**src/rtl/cpu_bus_pkg.sv**
```systemverilog
// Shared definitions for the accumulator CPU bus and its memory slave.
package cpu_bus_pkg;
  localparam int ADDR_W_DEF = 6;
  localparam int DATA_W_DEF = 4;

  // Bus bit fields as seen from the CPU tile: {wcyc, addr[5:0]}
  localparam int BUS_WCYC_BIT = 6;
  localparam int BUS_ADDR_MSB = 5;
  localparam int BUS_ADDR_LSB = 0;

  typedef enum logic [1:0] {
    S_READ  = 2'd0,
    S_WDATA = 2'd1,
    S_PROG  = 2'd2
  } state_t;

  // Opcodes decoded by the CPU tile
  localparam logic [3:0] OP_NOP = 4'h0;
  localparam logic [3:0] OP_LDA = 4'h1;
  localparam logic [3:0] OP_STA = 4'h2;
  localparam logic [3:0] OP_ADD = 4'h3;
  localparam logic [3:0] OP_SUB = 4'h4;
  localparam logic [3:0] OP_JMP = 4'h5;
  localparam logic [3:0] OP_JZ  = 4'h6;
  localparam logic [3:0] OP_HLT = 4'hF;
endpackage

```
**src/rtl/cpu_bus_memory_array.sv**
```systemverilog
// Reset-clearable register file: one synchronous write port, one async read port.
module cpu_bus_memory_array #(
  parameter int ADDR_W = 6,
  parameter int DATA_W = 4
) (
  input  logic              clk,
  input  logic              rst_p,
  input  logic              i_we,
  input  logic [ADDR_W-1:0] i_waddr,
  input  logic [DATA_W-1:0] i_wdata,
  input  logic [ADDR_W-1:0] i_raddr,
  output logic [DATA_W-1:0] o_rdata
);
  logic [DATA_W-1:0] r_mem [2**ADDR_W];

  always_ff @(posedge clk or posedge rst_p) begin
    if (rst_p) begin
      for (int i = 0; i < 2**ADDR_W; i++) r_mem[i] <= '0;
    end else if (i_we) begin
      r_mem[i_waddr] <= i_wdata;
    end
  end

  assign o_rdata = r_mem[i_raddr];
endmodule

```
**src/rtl/cpu_bus_memory.sv**
```systemverilog
// 64x4 bus-slave memory for the accumulator CPU with a sequential host load port.
// Optional macro CPU_BUS_MEMORY_ROM_LOW_EN makes the lower half read-only to the CPU.
module cpu_bus_memory
  import cpu_bus_pkg::*;
#(
  parameter int ADDR_W = ADDR_W_DEF,
  parameter int DATA_W = DATA_W_DEF
) (
  input  logic              clk,
  input  logic              rst_p,
  input  logic [ADDR_W-1:0] bus_ad,
  input  logic              bus_wcyc,
  output logic [DATA_W-1:0] data_out,
  input  logic              prog_en,
  input  logic [DATA_W-1:0] prog_din,
  output logic [ADDR_W-1:0] prog_addr,
  output logic              wr_abort
);
  state_t            r_state, w_state_nxt;
  logic [ADDR_W-1:0] r_addr_q, w_addr_nxt;
  logic [ADDR_W-1:0] r_waddr_q, w_waddr_nxt;
  logic [ADDR_W-1:0] r_prog_addr, w_prog_addr_nxt;
  logic              r_wr_abort, w_abort_set;
  logic              w_we;
  logic [ADDR_W-1:0] w_waddr;
  logic [DATA_W-1:0] w_wdata;

  always_ff @(posedge clk or posedge rst_p) begin
    if (rst_p) begin
      r_state     <= S_READ;
      r_addr_q    <= '0;
      r_waddr_q   <= '0;
      r_prog_addr <= '0;
      r_wr_abort  <= 1'b0;
    end else begin
      r_state     <= w_state_nxt;
      r_addr_q    <= w_addr_nxt;
      r_waddr_q   <= w_waddr_nxt;
      r_prog_addr <= w_prog_addr_nxt;
      r_wr_abort  <= r_wr_abort | w_abort_set;
    end
  end

  always_comb begin
    w_state_nxt     = r_state;
    w_addr_nxt      = r_addr_q;
    w_waddr_nxt     = r_waddr_q;
    w_prog_addr_nxt = r_prog_addr;
    w_abort_set     = 1'b0;
    w_we            = 1'b0;
    w_waddr         = r_waddr_q;
    w_wdata         = bus_ad[DATA_W-1:0];
    // Load mode owns the write port from the very first prog_en edge, so
    // N cycles of prog_en load exactly N words starting at prog_addr.
    if (prog_en) begin
      w_state_nxt     = S_PROG;
      w_we            = 1'b1;
      w_waddr         = r_prog_addr;
      w_wdata         = prog_din;
      w_prog_addr_nxt = r_prog_addr + 1'b1;
      w_addr_nxt      = '0;
      w_abort_set     = (r_state == S_WDATA);
    end else begin
      case (r_state)
        S_READ: begin
          if (bus_wcyc) begin
            w_waddr_nxt = bus_ad;
            w_state_nxt = S_WDATA;
          end else begin
            w_addr_nxt = bus_ad;
          end
        end
        S_WDATA: begin
          w_state_nxt = S_READ;
          if (bus_wcyc) begin
`ifdef CPU_BUS_MEMORY_ROM_LOW_EN
            w_we        = r_waddr_q[ADDR_W-1];
            w_abort_set = !r_waddr_q[ADDR_W-1];
`else
            w_we = 1'b1;
`endif
          end else begin
            w_abort_set = 1'b1;
            w_addr_nxt  = bus_ad;
          end
        end
        S_PROG: begin
          w_state_nxt     = S_READ;
          w_prog_addr_nxt = '0;
          w_addr_nxt      = '0;
        end
        default: w_state_nxt = S_READ;
      endcase
    end
  end

  cpu_bus_memory_array #(
    .ADDR_W(ADDR_W),
    .DATA_W(DATA_W)
  ) u_array (
    .clk    (clk),
    .rst_p  (rst_p),
    .i_we   (w_we),
    .i_waddr(w_waddr),
    .i_wdata(w_wdata),
    .i_raddr(r_addr_q),
    .o_rdata(data_out)
  );

  assign prog_addr = r_prog_addr;
  assign wr_abort  = r_wr_abort;
endmodule
```
**config.mk**
```make
export PLATFORM = sky130hd
export DESIGN_NAME = cpu_bus_memory
export DESIGN_NICKNAME = d
export VERILOG_FILES = /design/src/rtl/cpu_bus_pkg.sv /design/src/rtl/cpu_bus_memory_array.sv /design/src/rtl/cpu_bus_memory.sv
export SDC_FILE = /design/constraint.sdc
export NUM_CORES = 1
export LEC_CHECK = 0
export ABC_AREA = 0
export ABC_CLOCK_PERIOD_IN_PS = 15100
export CAP_MARGIN = 0
export CORE_MARGIN = 5
export CORE_UTILIZATION = 61
export DETAILED_ROUTE_END_ITERATION = 10
export GPL_ROUTABILITY_DRIVEN = 0
export GPL_TIMING_DRIVEN = 0
export PLACE_DENSITY = 0.79
export SLEW_MARGIN = 15
export SYNTH_ARGS = -nofsm -noshare
export SYNTH_HDL_FRONTEND = slang
export SYNTH_SLANG_ARGS = --single-unit
```
**constraint.sdc**
```tcl
create_clock -name clk -period 15.1 [get_ports clk]
set_clock_uncertainty 0.1 [all_clocks]
set_input_delay 1.51 -clock clk [delete_from_list [all_inputs] [get_ports clk]]
set_output_delay 1.51 -clock clk [all_outputs]
set_load 0.005 [all_outputs]
```
; ---- After elaboration in Yosys (flattened, before gate mapping)
; Cells that the tools add are included.
; Widths: inputs -> output; s select.
[op_classes]
n_lt_le_gt_ge = 3
addsub = 1
mux = 22
n_eq_ne = 4
n_reduce_logical = 7
bitwise = 4
[op_table]
columns = operator, n
row1 = $bwmux 256, 1
row2 = $mux 6, 5
row3 = $bmux 4 s6, 1
row4 = $demux 4 s6, 1
row5 = $mux 4, 4
row6 = $ge 7x7->1 const B, 2
row7 = $not 6->7, 2
row8 = $pmux 6 s2, 1
row9 = $lt 7x1->1 const B, 1
row10 = $add 6x1->6 const B, 1
row11 = $mux 1, 6
row12 = $mux 2, 3
row13 = $ne 3x2->1 const B, 1
row14 = $ne 3x3->1 const B, 1
row15 = $reduce_and 3->1, 1
row16 = $reduce_bool 3->1, 1
row17 = $eq 2x1->1 const B, 1
row18 = $eq 2x2->1 const B, 1
row19 = $logic_not 2->1, 1
row20 = $reduce_and 2->1, 1
row21 = $reduce_bool 2->1, 1
row22 = $reduce_or 2->1, 1
row23 = $logic_and 1x1->1, 1
row24 = $not 1->1, 1
row25 = $or 1x1->1, 1
[word_totals]
reg_bits = 277

; ---- Logic depth before layout (Yosys ltp)
; Gate-level depths: netlist of the first run.
[logic_depth]
depth_word = 7
depth_mapped = 9
depth_no_buf = 5

; ---- Cells and area by module
; Synthesis of the first run repeated with hierarchy kept, for this count alone.
[hier_totals]
cells_unflattened = 895
area_unflattened_um2 = 13140.1
[by_module_without_submodules]
columns = mod, cells_per_inst, area_each_um2, instances
row1 = cpu_bus_memory_array, 810, 12131.6, 1
row2 = cpu_bus_memory, 85, 1008.5, 1

; ---- Worst setup path before layout of the first run
; Ideal clock, no wire load.
[synth_timing]
kind = register -> output
startpoint = register r_addr_q[0]
endpoint = output port data_out[2]
setup_slack_ns = 11.559
required_ns = 13.490
arrival_ns = 1.931
path_stages_with_launch = 8
cell_sequence = dfrtp_1 > buf_2 > buf_6 > buf_6 > mux4_2 > a22oi_1 > a31oi_1 > a311o_1
[synth_via]
elab_chain_cells = 4
[synth_lines]
columns = item, line
row1 = from (decl), cpu_bus_memory.sv:20  ; logic [ADDR_W-1:0] r_addr_q, w_addr_nxt;
row2 = from (signal assigned), cpu_bus_memory.sv:37  ; r_addr_q <= w_addr_nxt;
row3 = $not 6->7 (implied by the code), cpu_bus_memory_array.sv:24  ; assign o_rdata = r_mem[i_raddr];
row4 = $bmux 4 s6, cpu_bus_memory_array.sv:24
row5 = $mux 4 (implied by the code) (2 in series), cpu_bus_memory_array.sv:24
row6 = to (decl), cpu_bus_memory.sv:13  ; output logic [DATA_W-1:0] data_out,
; Every way passes these cells. The select of a mux whose other input is x is not followed.

; ---- Worst setup path after layout of the first run
[layout_timing]
startpoint = register r_addr_q[2]
endpoint = output port data_out[1]
; Same word-level chain as after synthesis.

==> results of run 1 <==
sequential cells by signal (all words and copies together), names as in the netlist:
register       count
r_addr_q           6
r_state            2
wr_abort           1
r_waddr_q          6
u_array.r_mem    256
prog_addr          6
per-stage QoR:
step           worst slack (ns)  cell area (um^2)  cells  hold slack (ns)  utilization (%)
2_1_floorplan              5.85             13200    916            0.351                -
3_3_place_gp               2.50             13800   1214            0.341             65.1
3_5_place_dp              10.24             13800   1216            0.344             65.4
4_1_cts                    9.65             14800   1268            0.357             69.9
5_1_grt                    9.51             14800   1268            0.378             69.9
6_report                   9.62             14800   1268            0.352             69.9
report_power, final:
group	switching (W)	total (W)	internal (W)
sequential	0.0000952	0.00101	0.000915
clock	0.000289	0.000717	0.000428
combinational	0.000196	0.000446	0.000250
total	0.000580	0.00217	0.00159
path summary, 6_finish.rpt:
| kind | slack, ns | from | cells after the start | endpoint |
|---|---|---|---|---|
| min in group asynchronous | 1.34 | rst_p | 2 | u_array.r_mem[34] |
| worst min-delay path | 0.35 | wr_abort | 1 | wr_abort |
| worst min register to register | 0.35 | wr_abort | 1 | wr_abort |
| worst max-delay path | 9.62 | r_addr_q[2] | 8 | data_out[1] |
| worst max register to register | 12.26 | r_state[0] | 5 | u_array.r_mem[36] |
| max in group asynchronous | 12.62 | rst_p | 3 | u_array.r_mem[110] |
logic make-up after synthesis:
group / after synthesis / synth area share (%)
DFF: 277 / 52.6
and+or+nand+nor: 156 / 6.08
buffers and inverters: 66 / 2.42
AOI/OAI and AO/OA: 64 / 3.39
adders and majority gates: 1 / 0.0949
xor gates and xnor gates: 1 / 0.0664
muxes: 351 / 35.4
layout make-up:
| type | count | share of cell area [%] |
|---|---|---|
| Sequential cell | 277 | 46.9 |
| Multi-Input combinational cell | 573 | 40.1 |
| Clock buffer | 40 | 5.79 |
| Tap cell | 275 | 2.33 |
| Buffer | 62 | 2.05 |
| Timing Repair Buffer | 25 | 1.93 |
| Clock inverter | 12 | 0.770 |
| Inverter | 4 | 0.152 |
worst max-delay path, cell delays in order, from the launching register on:
cell and delay [ns]:
dfrtp_1 0.33, clkbuf_1 0.57, buf_1 0.56, clkbuf_1 0.49, o221ai_1 0.21, o21ai_0 0.16
nand2_1 0.14, o22ai_1 0.29, clkdlybuf4s50_1 0.57
synthesized netlist by cell type, types with 3 or more instances:
library cell	instances
a21oi_1	10
nor2_4	6
inv_1	4
dfrtp_1	277
or2_1	3
mux2i_1	14
o22ai_1	9
o22a_1	3
mux2_2	264
nand2b_1	7
nand2_1	56
nor2b_1	8
buf_6	4
nor2_2	20
a22oi_1	7
buf_1	3
mux4_2	64
clkbuf_1	38
nor2_1	32
a31oi_1	3
nand3_1	9
buf_2	9
o21ai_0	11
buf_4	8
mux2_1	8
per-layer routing:
layer  up-vias  part of all wire, %  GRT usage [%]
met2       378                   47           45.2
met1      4367                   40           40.3
met4         0                  4.1           9.67
met3        98                  8.9           7.23
met5         -                    0              0
li1       3498                    -              -
==> key figures, run 1 <==
Run status
  – Status: finished clean

Clock tree
  – Worst-Skew Late Latency: roughly 0.54 ns
  – Root Buffer Master: clkbuf_16
  – Htree depth: 1
  – Clock transition at path regs: 0.06 ns
  – CTS Buf Count: 28
  – Post-CTS sizing: 0
  – CTS tree: yes
  – Clock sink count: 277
  – Number of setup buffers added after CTS: 0
  – Hold buffers post-CTS: 0
  – Clock Tree Buf Depth: 3

Critical path
  – WS Path Type: reg2out
  – Crit-path max FO: 10
  – Critical path required time: 13.49 ns
  – Setup crit end kind: primary output
  – CP Data Arrival Time: 3.87 ns
  – Startpoint Class: flip-flop

Logic synthesis
  – Syn Inst Count: 916
  – Yosys warnings: 0
  – Register area share after synthesis: between 50 and 60%
  – Largest area contributor in the netlist: dfrtp_1
  – Share of the synthesized area in the top cell type: 52.6%
  – Syn avg cell area: roughly 14 um^2
  – Synth unique cells: 51
  – FFs w/ async S/R, synth: 100%
  – EDFF count, synth: 0
  – Seq cells post-synth: 277
  – Net count after synthesis: 931
  – Primary FF master, synth: dfrtp_1
  – Synth Cell Area: ~13000 um^2
  – Top cells by area, synth: dfrtp_1, mux2_2, mux4_2

Routing
  – Iter 0 DRT Violations: 711
  – # DRC: 0
  – Wire length per cell: approximately 27 um
  – Drt first pass iters: 5
  – Vias post-DR: approximately 8300
  – Via/cell ratio: between 6 and 7
  – Routed wire length: 33900 um
  – ANT nets after route: 0

Floorplan
  – Core area: 21200 um^2
  – Row Count: 53
  – Die area: between 20000 and 25000 um^2
  – Io pins: 25
  – Initial core utilization: 62.3%
  – Die Width: 157 um
  – Die Height: 157 um

STA
  – Final Max Tran Viols: 0
  – Fin Setup TNS: 0 ns
  – Final setup viols: 0
  – Slew margin rel.: 23.0%
  – Max Freq: 183 MHz
  – Worst Tran Pin Value: approximately 1.2 ns
  – Final Hold Fails: 0
  – Tmin final: roughly 5.5 ns
  – RSZ-0062 raised after global routing: no
  – Tcrit/Tclk final: 36.3%

Power
  – Total power: 0.00217 W
  – Peak supply drop: 0.0796 mV
  – PD cells: 147 nW/um^2
  – Leakage: ~6.7 nW

Place
  – DPL Wire Length: 23500 um
  – Buffers on Ports: 23

Layout
  – Most common cell after layout, fill and taps aside: dfrtp_1
  – Area Growth Syn to Fin: 12.2%
  – Layout cells sized above 1: 43.8%
  – Area occupied by multi-input gates: slightly below 6000 um^2
  – Nets: approximately 990
  – Fillers: 1445
  – Diode count: 0
  – Most frequent cells in the layout: dfrtp_1, mux2_2, mux4_2, nand2_1, clkbuf_1
  – Register area: 6930 um^2

GRT
  – Largest net degree at the start of global routing: 112
  – Vias in the first global route: 8867
  – Gr ovfl total: 0
  – Initial antenna violation count: 0
  – Total track usage: 28.9%
  – First-pass GRT wire length: 53200 um

Run
  – Max-Cap Viols: 0

Hold path
  – Min-Delay Path Class: reg2reg
No activity file was read; power rests on OpenSTA's default activity.
==> run 2, diff against run 1 <==
- ABC_CLOCK_PERIOD_IN_PS: 15100 -> 4450
- CORE_UTILIZATION: 61 -> 56
- PLACE_DENSITY: 0.79 -> 0.77
- clock period: 15.1 -> 4.45 ns (I/O delays scaled with it)
==> run 2 against run 1 <==
Net effect: non-clock buffer count grew 5; critical endpoint is now data_out[0]; largest cell class unchanged; sequential power grew to 3.4 times the previous value; highest routed layer unchanged; utilization shrank 5.8 points; sequential share of layout area shrank 0.55 points; flip-flop and latch count is the same; global-route usage shrank 2.0 points; critical path type unchanged; hold slack lost 0.14 ns.
==> key figures, run 2 (synthesis results as in run 1) <==
Clock tree
  – Worst-Skew Late Latency: roughly 0.55 ns
  – Clock transition at path regs: 0.06 ns
  – Clock Tree Buf Depth: 3
  – Htree depth: 1
  – Clock sink count: 277
  – Hold buffers post-CTS: 0
  – CTS Buf Count: 29
  – Root Buffer Master: clkbuf_16
  – CTS tree: yes

Layout
  – Final Util: 64.2%
  – Area Growth Syn to Fin: 13.5%
  – Nets: 992
  – Largest register by flop count: u_array.r_mem
  – Most frequent cells in the layout: dfrtp_1, mux2_2, mux4_2, nand2_1, clkbuf_1
  – Diode count: 0
  – Post-route cell area: ~15000 um^2
  – Layout cells sized above 1: between 40% and 50%
  – Most common cell after layout, fill and taps aside: dfrtp_1
  – Largest register FFs: between 200 and 300

STA
  – Tcrit/Tclk final: 97.9%
  – Max Freq: ~230 MHz
  – Final Hold Fails: 0
  – Slew margin rel.: 24.4%
  – Worst Tran Pin Value: 1.13 ns
  – RSZ-0062 raised after global routing: no
  – Final Max Tran Viols: 0
  – Final setup viols: 0
  – Slack of the critical path: just over 0.09 ns
  – Tmin final: about 4.4 ns

Critical path
  – Reg2reg setup slack: 1.61 ns
  – Crit-path max FO: 10
  – Setup crit end kind: primary output
  – Reg2reg start: r_state[1]
  – CP startpoint: r_addr_q[1]
  – WS Path Type: reg2out
  – Critical path required time: 3.90 ns
  – Startpoint Class: flip-flop
  – Reg-to-reg endpoint: u_array.r_mem[194]
  – R2r worst-path depth: 6
  – CP Data Arrival Time: 3.81 ns

Power
  – PD cells: 497 nW/um^2
  – Peak supply drop: 0.274 mV
  – Leakage: 6.70 nW

GRT
  – Total track usage: 26.9%
  – Gr ovfl total: 0
  – Largest net degree at the start of global routing: 38
  – Vias in the first global route: 9025
  – Initial antenna violation count: 1
  – First-pass GRT wire length: 54000 um

Floorplan
  – Row Count: 56
  – Die Width: roughly 160 um
  – Initial core utilization: between 50% and 60%
  – Die area: 26700 um^2
  – Io pins: 25
  – Die Height: 163 um
  – Core area: 23300 um^2

Routing
  – Iter 0 DRT Violations: 948
  – Vias post-DR: 8359
  – Via/cell ratio: between 6 and 7
  – Drt first pass iters: 5
  – Routed wire length: 34200 um
  – Wire length per cell: approximately 26 um
  – # DRC: 0
  – ANT nets after route: 0

Run
  – Max-Cap Viols: 0

Place
  – Buffers on Ports: 23
  – Post-place instance area: 14000 um^2
  – Place WS: 0.619 ns
  – DPL Wire Length: roughly 24000 um

Hold path
  – Hold Path Sink: wr_abort
  – Worst Hold Depth: 3
  – Min-Delay Path Class: in2reg
  – HP Start: bus_wcyc

Run status
  – Status: finished clean
[run 2: critical path, stage by stage (launching register included)]
cell and delay [ns]:
dfrtp_1 0.49, buf_4 0.28, buf_2 0.38, clkbuf_4 0.41, mux4_2 0.27, o22ai_1 0.08, o21ai_0 0.39, nand2_1 0.11
o22ai_1 0.27, clkdlybuf4s50_1 0.58
[run 2: layer usage]
| layer | GRT usage (%) | routed length, um | up-vias |
|---|---|---|---|
| met5 | 0 | 0 | - |
| met4 | 9.87 | 1420 | 0 |
| met3 | 5.93 | 2830 | 93 |
| met2 | 42.1 | 15700 | 370 |
| met1 | 37.4 | 14200 | 4383 |
| li1 | - | - | 3513 |
[run 2: worst max-delay path by stage]
stage                               to  slack [ns]
finish                     data_out[0]        0.09
global placement    u_array.r_mem[212]       -1.70
detailed placement         data_out[3]        0.62
CTS                        data_out[2]       0.008
floorplan                 prog_addr[0]        0.24
global route               data_out[1]        0.01
[run 2: report_power, final]
part / switching [W] / internal (W)
sequential: 0.000318 / 0.00310
clock: 0.000988 / 0.00151
combinational: 0.000667 / 0.000859
total: 0.00197 / 0.00547
[run 2: through the flow]
stage / power (W) / instances / setup TNS, ns / hold slack [ns]
detailed placement: 0.00495 / 1266 / 0 / 0.351
finish: 0.00745 / 1317 / 0 / 0.210
global placement: 0.00486 / 1258 / -463.37 / 0.341
floorplan: 0.00445 / 916 / 0 / 0.351
global route: 0.00775 / 1317 / 0 / 0.214
CTS: 0.00745 / 1318 / 0 / 0.198
[run 2: cell type report]
class | count | area (um^2)
tap | 319 | 399
timing repair buffer | 31 | 398
clock buffer | 42 | 825
multi-input combinational | 573 | 5940
fill | 1665 | 8360
inverter | 4 | 18.8
buffer | 61 | 307
sequential | 277 | 6930
clock inverter | 10 | 154
[run 2: repair_timing]
action                     4_1_cts  5_1_grt
setup endpoints to repair        0        4
resized for setup                0        4
setup buffers                    0        0
==> run 3, diff against run 2 <==
- CAP_MARGIN: 0 -> default
==> results of run 3 <==
Final layout, timing and power as in run 2 (identical DEF).
